--- config.mk ---
export PLATFORM = sky130hd
export DESIGN_NAME = pc_reg
export DESIGN_NICKNAME = d
export VERILOG_FILES = /design/src/rtl/pc_reg_pkg.sv /design/src/rtl/pc_reg.sv
export SDC_FILE = /design/constraint.sdc
export NUM_CORES = 1
export LEC_CHECK = 0
export ABC_AREA = 1
export BUFFER_PORTS_ARGS = -buffer_cell sky130_fd_sc_hd__buf_2
export CAP_MARGIN = 40
export CELL_PAD_IN_SITES_DETAIL_PLACEMENT = 0
export CELL_PAD_IN_SITES_GLOBAL_PLACEMENT = 2
export CORE_ASPECT_RATIO = 0.8
export CORE_MARGIN = 3
export CORE_UTILIZATION = 20
export CTS_CLUSTER_DIAMETER = 120
export DETAILED_ROUTE_END_ITERATION = 16
export GPL_TIMING_DRIVEN = 0
export PLACE_DENSITY_LB_ADDON = 0.1
export RECOVER_POWER = 25
export SYNTH_ARGS = -nofsm -noshare
export SYNTH_HDL_FRONTEND = slang
export SYNTH_SLANG_ARGS = --single-unit
export TNS_END_PERCENT = 20
--- constraint.sdc ---
create_clock -name clk -period 0.8 [get_ports clk]
set_input_delay 0.04 -clock clk [delete_from_list [all_inputs] [get_ports clk]]
set_output_delay 0.04 -clock clk [all_outputs]
set_load 0.05 [all_outputs]
--- src/rtl/pc_reg_pkg.sv ---
// Shared CPU constants: address width and the PC reset vector.
package pc_reg_pkg;

  localparam int unsigned ADDR_W = 32;

  localparam logic [ADDR_W-1:0] PC_RESET = 32'h0000_0000;

endpackage

--- src/rtl/pc_reg.sv ---
// Program-counter register: loads the next-PC every rising edge, sync reset to RESET_VALUE.
// Latency 1 edge, registered output; no enable, no stall, never backpressures.
module pc_reg
  import pc_reg_pkg::*;
#(
  parameter int unsigned        WIDTH       = ADDR_W,
  parameter logic [WIDTH-1:0]   RESET_VALUE = PC_RESET[WIDTH-1:0]
) (
  input  logic             clk,
  input  logic             reset,
  input  logic [WIDTH-1:0] pc_in,
  output logic [WIDTH-1:0] pc_out
);

  logic [WIDTH-1:0] pc_d;
  logic [WIDTH-1:0] pc_q;

  // pc_in is taken verbatim: alignment and increment live in the next-PC mux.
  always_comb begin
    pc_d = pc_in;
  end

  always_ff @(posedge clk) begin
    if (reset) begin
      pc_q <= RESET_VALUE;
    end else begin
      pc_q <= pc_d;
    end
  end

  assign pc_out = pc_q;

  a_reset_value: assert property (@(posedge clk) reset |=> (pc_out == RESET_VALUE));

endmodule

==> run summary, run 1 <==
status -> completed
Yosys top cell by area -> dfxtp_1
total grt overflow -> 0
post-synth cell types -> 4
WP buf/inv -> 1
internal power -> 2.67 mW
global-route wire length before repair -> 3750 um
Antenna Nets Post-Route -> 0
vias in the first global route -> 897
# IOs -> 66
Starting Density -> 0.214
Slew headroom -> 0.920
DP Wirelength -> 1540 um
FMAX -> 1260 MHz
FFs w/ async S/R, synth -> 0
HP Class -> input pin to flop
area share of the largest cell type after synthesis -> 0.700
critical-path cell list -> buf_8
Setup CP Type -> flop to output pin
final clock period utilization by the worst path -> 0.989
top post-synthesis cells by area -> dfxtp_1 70%, inv_1 13%, nor2_1 13%
Setup violations, final -> 0
CP Max Fanout -> 1
GRT Total Usage -> 0.0957
Critical Path Max Stage Delay -> 0.34 ns
PwrDens -> 1790 nW/um2
Logic pwr share -> 0.233
Setup WS post-layout -> 0.00875 ns
sequential area share after synthesis -> 0.700
DR pass1 iterations -> 2
Synth Warn # -> 0
cell area after layout -> 2030 um2
Post-Syn Area -> 915 um2
CTS Root Cell -> clkbuf_8
site row count -> 21
layout cells sized above 1 -> 0.522
clock share of power -> 0.285
CP Launch Type -> flop
worst vdd ir -> 0.868 mV
max_cap viols -> 0
Flop pwr share -> 0.482
Post-synth EDFFs -> 0
min Tclk post-route -> 0.791 ns
highest-delay cell along the critical path -> dfxtp_2
H-tree lvl count -> 2
routed len/inst -> 9.16 um
core region area -> 4280 um2
critical path arrival -> 0.75 ns
vias -> 887
Largest register FFs -> 32
synth cell count leaders -> 32 x dfxtp_1, 32 x inv_1, 32 x nor2_1, 3 x buf_6
1st-iter DRT viols -> 16
P&R area growth vs syn -> 122%
RSZ-0062 raised after global routing -> true
Sw Share -> 0.265
Hold Vio Cnt, Final -> 0
Worst-path clk slew -> 0.06 ns
CP Capture Type -> output pin
IO buf count -> 65
Slew @ Worst Pin -> 0.120 ns
CTS buffer count -> 5
Crit path required time -> 0.76 ns
drt via density -> 3.44
WHS -> 0.00814 ns
Pins Over Slew Limit -> 0
CP top delay family -> flip-flops
nets@finish -> 237
dpl ws -> 0.206 ns
#FFs+latches synth -> 32
largest net degree at the start of global routing -> 11
RD Place Congestion -> 0.597
WL final -> 2360 um
Placed Area -> 1310 um2
Main synth FF type -> dfxtp_1
Die Area -> 5430 um2
Post-route DRC -> 0
n_diodes -> 0
Avg Cell Area, Syn -> 9.24 um2
P_leak -> 1.05 nW
sw power -> 963 uW
clk sinks -> 32
die width -> 81.6 um
Post-Syn Instances -> 99
CTS max path bufs -> 2
initial antenna violation count -> 0
Synth Net Count -> 133
CTS tree -> done
Chip Height -> 66.5 um
==> logic make-up after synthesis <==
kind of cell / count (synthesis) / share of synthesized area
buf+inv: 35 / 0.168
simple gates: 32 / 0.131
flops: 32 / 0.700
==> per-layer routing <==
metal | part of all wire | GRT usage | vias up
met4 | 0.010 | 0.0498 | 0
li1 | - | - | 466
met5 | 0 | 0 | -
met1 | 0.34 | 0.0864 | 386
met2 | 0.57 | 0.179 | 33
met3 | 0.080 | 0.0419 | 2
==> path summary, 6_finish.rpt <==
kind / end / depth (start not counted) / start / slack, ns
setup / recovery: pc_out[18] / 1 / pc_out[18] / 0.009
hold / removal: pc_out[29] / 2 / reset / 0.008
==> timing repair <==
| item | in CTS | in global routing |
|---|---|---|
| setup endpoints to repair | 32 | 32 |
| pin swaps | 0 | 0 |
| hold buffers | 32 | 0 |
| setup buffers | 0 | 0 |
| hold endpoints to repair | 32 | 0 |
| gates resized for setup | 90 | 31 |
| gates cloned | 0 | 0 |
==> stage by stage <==
step | cells | utilization | setup TNS (ns) | power (mW)
detailed placement | 221 | 0.306 | 0 | 2.31
floorplan | 99 | - | 0 | 2.13
global route | 258 | 0.475 | -0.392 | 3.85
CTS | 258 | 0.452 | -0.000414 | 3.65
global placement | 221 | 0.306 | 0 | 2.30
finish | 258 | 0.475 | 0 | 3.63
==> power by group through the flow <==
stage	Sequential (mW)	Combinational [mW]	Clock [mW]
after floorplan	2.04	0.0885	0
after global routing	1.76	0.897	1.20
final	1.75	0.846	1.04
after detailed placement	1.73	0.577	0
after CTS	1.73	0.802	1.12
after global placement	1.73	0.574	0
==> cells in the final DEF, fill, tap and decap left out <==
cell type	count
buf_6	10
clkbuf_8	5
dlygate4sd3_1	32
inv_1	32
buf_8	25
buf_2	33
nor2_1	32
dfxtp_2	32
==> cell type report <==
class,count,area [um2]
Buffer,3,33.8
Clock buffer,5,68.8
Fill cell,402,2250
Inverter,32,120
Multi-Input combinational cell,32,120
Sequential cell,32,681
Tap cell,57,71.3
Timing Repair Buffer,97,940
Power figures use the tool's default switching activity.
==> run 2, diff against run 1 <==
CTS_CLUSTER_DIAMETER = 80   (was 120)
REMOVE_ABC_BUFFERS = 1   (was not set)
==> run 2 against run 1 <==
Against the previous run:
- wire length down 6.2%
- global-route usage fell by 1.2 points
- largest power group unchanged
- final cell count did not move
==> run summary, run 2 (synthesized netlist as in run 1, its figures left out) <==
FF+latch area -> 681 um2 (unchanged)
WHS -> 0.241 ns (+0.233 ns)
core region area -> 4280 um2 (unchanged)
Chip Height -> 66.5 um (unchanged)
Setup WS post-layout -> 0.0174 ns (+0.00863 ns)
dpl cells -> 218 (-1.4%)
highest-count cells in the layout ignoring fill and taps -> 33 x buf_2, 32 x inv_1, 32 x nor2_1, 32 x dlygate4sd3_1, 32 x dfxtp_2
PwrDens -> 1870 nW/um2 (+5.0%)
CP Max Fanout -> 1 (unchanged)
fin util -> 0.473 (-0.00205)
vias -> 865 (-2.5%)
Cells on Worst Hold Path -> 2 (unchanged)
CTS Root Cell -> clkbuf_8
layout cells sized above 1 -> 0.512 (-0.00995)
critical path arrival -> 0.74 ns (about the same)
Post-route DRC -> 0 (unchanged)
TNS Setup -> 0 ns (unchanged)
DP Wirelength -> 1410 um (-8.3%)
max_cap viols -> 0 (unchanged)
die width -> 81.6 um (unchanged)
final clock period utilization by the worst path -> 0.978 (-0.0108)
worst vdd ir -> 0.852 mV (-1.9%)
# IOs -> 66 (unchanged)
n_diodes -> 0 (unchanged)
WL final -> 2220 um (-6.2%)
1st-iter DRT viols -> 21 (+5)
Largest register FFs -> 32 (unchanged)
H-tree lvl count -> 2 (unchanged)
site row count -> 21 (unchanged)
status -> completed
clk sinks -> 32 (unchanged)
number of setup buffers added after CTS -> 0 (unchanged)
GRT Total Usage -> 0.0840 (-0.0117)
area occupied by multi-input gates -> 120 um2 (unchanged)
highest-delay cell along the critical path -> dfxtp_2
Starting Density -> 0.214 (unchanged)
RD Place Congestion -> 0.569 (-4.6%)
Die Area -> 5430 um2 (unchanged)
vias in the first global route -> 830 (-7.5%)
routed len/inst -> 8.59 um (-6.2%)
dpl ws -> 0.00765 ns (-0.199 ns)
CP Depth -> 1 (unchanged)
Slew @ Worst Pin -> 0.555 ns (+0.434 ns)
Critical Path Max Stage Delay -> 0.33 ns (about the same)
Hold Vio Cnt, Final -> 0 (unchanged)
WP buf/inv -> 1 (unchanged)
Pins Over Slew Limit -> 0 (unchanged)
DR pass1 iterations -> 2 (unchanged)
largest net degree at the start of global routing -> 33 (+22)
P_leak -> 1.04 nW (-0.70%)
total grt overflow -> 0 (unchanged)
nets@finish -> 234 (-1.3%)
Finished Layout Cells -> 258 (unchanged)
CTS max path bufs -> 2 (unchanged)
most common cell after layout, fill and taps aside -> buf_2
Crit path required time -> 0.76 ns (about the same)
CP Launch Type -> flop
Worst-path clk slew -> 0.06 ns (about the same)
P&R area growth vs syn -> 121%
critical-path cell list -> buf_8
Slew headroom -> 0.630 (-0.290)
initial antenna violation count -> 0 (unchanged)
min Tclk post-route -> 0.783 ns (-0.00863 ns)
drt via density -> 3.35 (-2.5%)
HP Class -> input pin to flop
Setup violations, final -> 0 (unchanged)
CTS buffer count -> 5 (unchanged)
RSZ-0062 raised after global routing -> true
Antenna Nets Post-Route -> 0 (unchanged)
IO buf count -> 65 (unchanged)
CP top delay family -> flip-flops
Setup CP Type -> flop to output pin
global-route wire length before repair -> 3330 um (-11%)
FMAX -> 1280 MHz (+1.1%)
CP Capture Type -> output pin
FILL cells -> 402 (unchanged)
CTS tree -> done
run 2: cell types whose count changed in the layout (fill, tap and decap cells not counted), sizes merged:
cell and change:
buf -3, clkbuf +3
run 2: final cells by class:
class                      instances  area share
inverter                          32      0.0593
sequential                        32       0.336
tap                               57      0.0352
clock buffer                       8      0.0445
timing repair buffer              97       0.466
multi-input combinational         32      0.0593
run 2: worst paths after layout:
path	startpoint	endpoint	slack, ns
setup / recovery	pc_out[0]	pc_out[0]	0.02
hold / removal	reset	pc_out[19]	0.24
run 2: per-layer routing:
metal  GRT usage  vias up  wire (um)
li1            -      463          -
met1      0.0757      362        775
met2       0.146       38       1150
met3      0.0554        2        276
met4      0.0373        0         13
met5           0        -          0
run 2: power breakdown:
group,internal [mW],total [mW],switching [mW]
clock,0.700,1.22,0.521
combinational,0.399,0.828,0.429
sequential,1.70,1.75,0.0493
run 2: repair_timing:
item	4_1_cts	5_1_grt
hold endpoints to repair	32	0
hold buffers	32	0
resized for setup	105	17
endpoints found under the setup margin	32	32
run 2: stage by stage:
stage	instance area (um2)	total power, mW
global route	2030	4.00
finish	2030	3.80
floorplan	881	2.10
global placement	1280	2.29
detailed placement	1280	2.29
CTS	1960	3.86
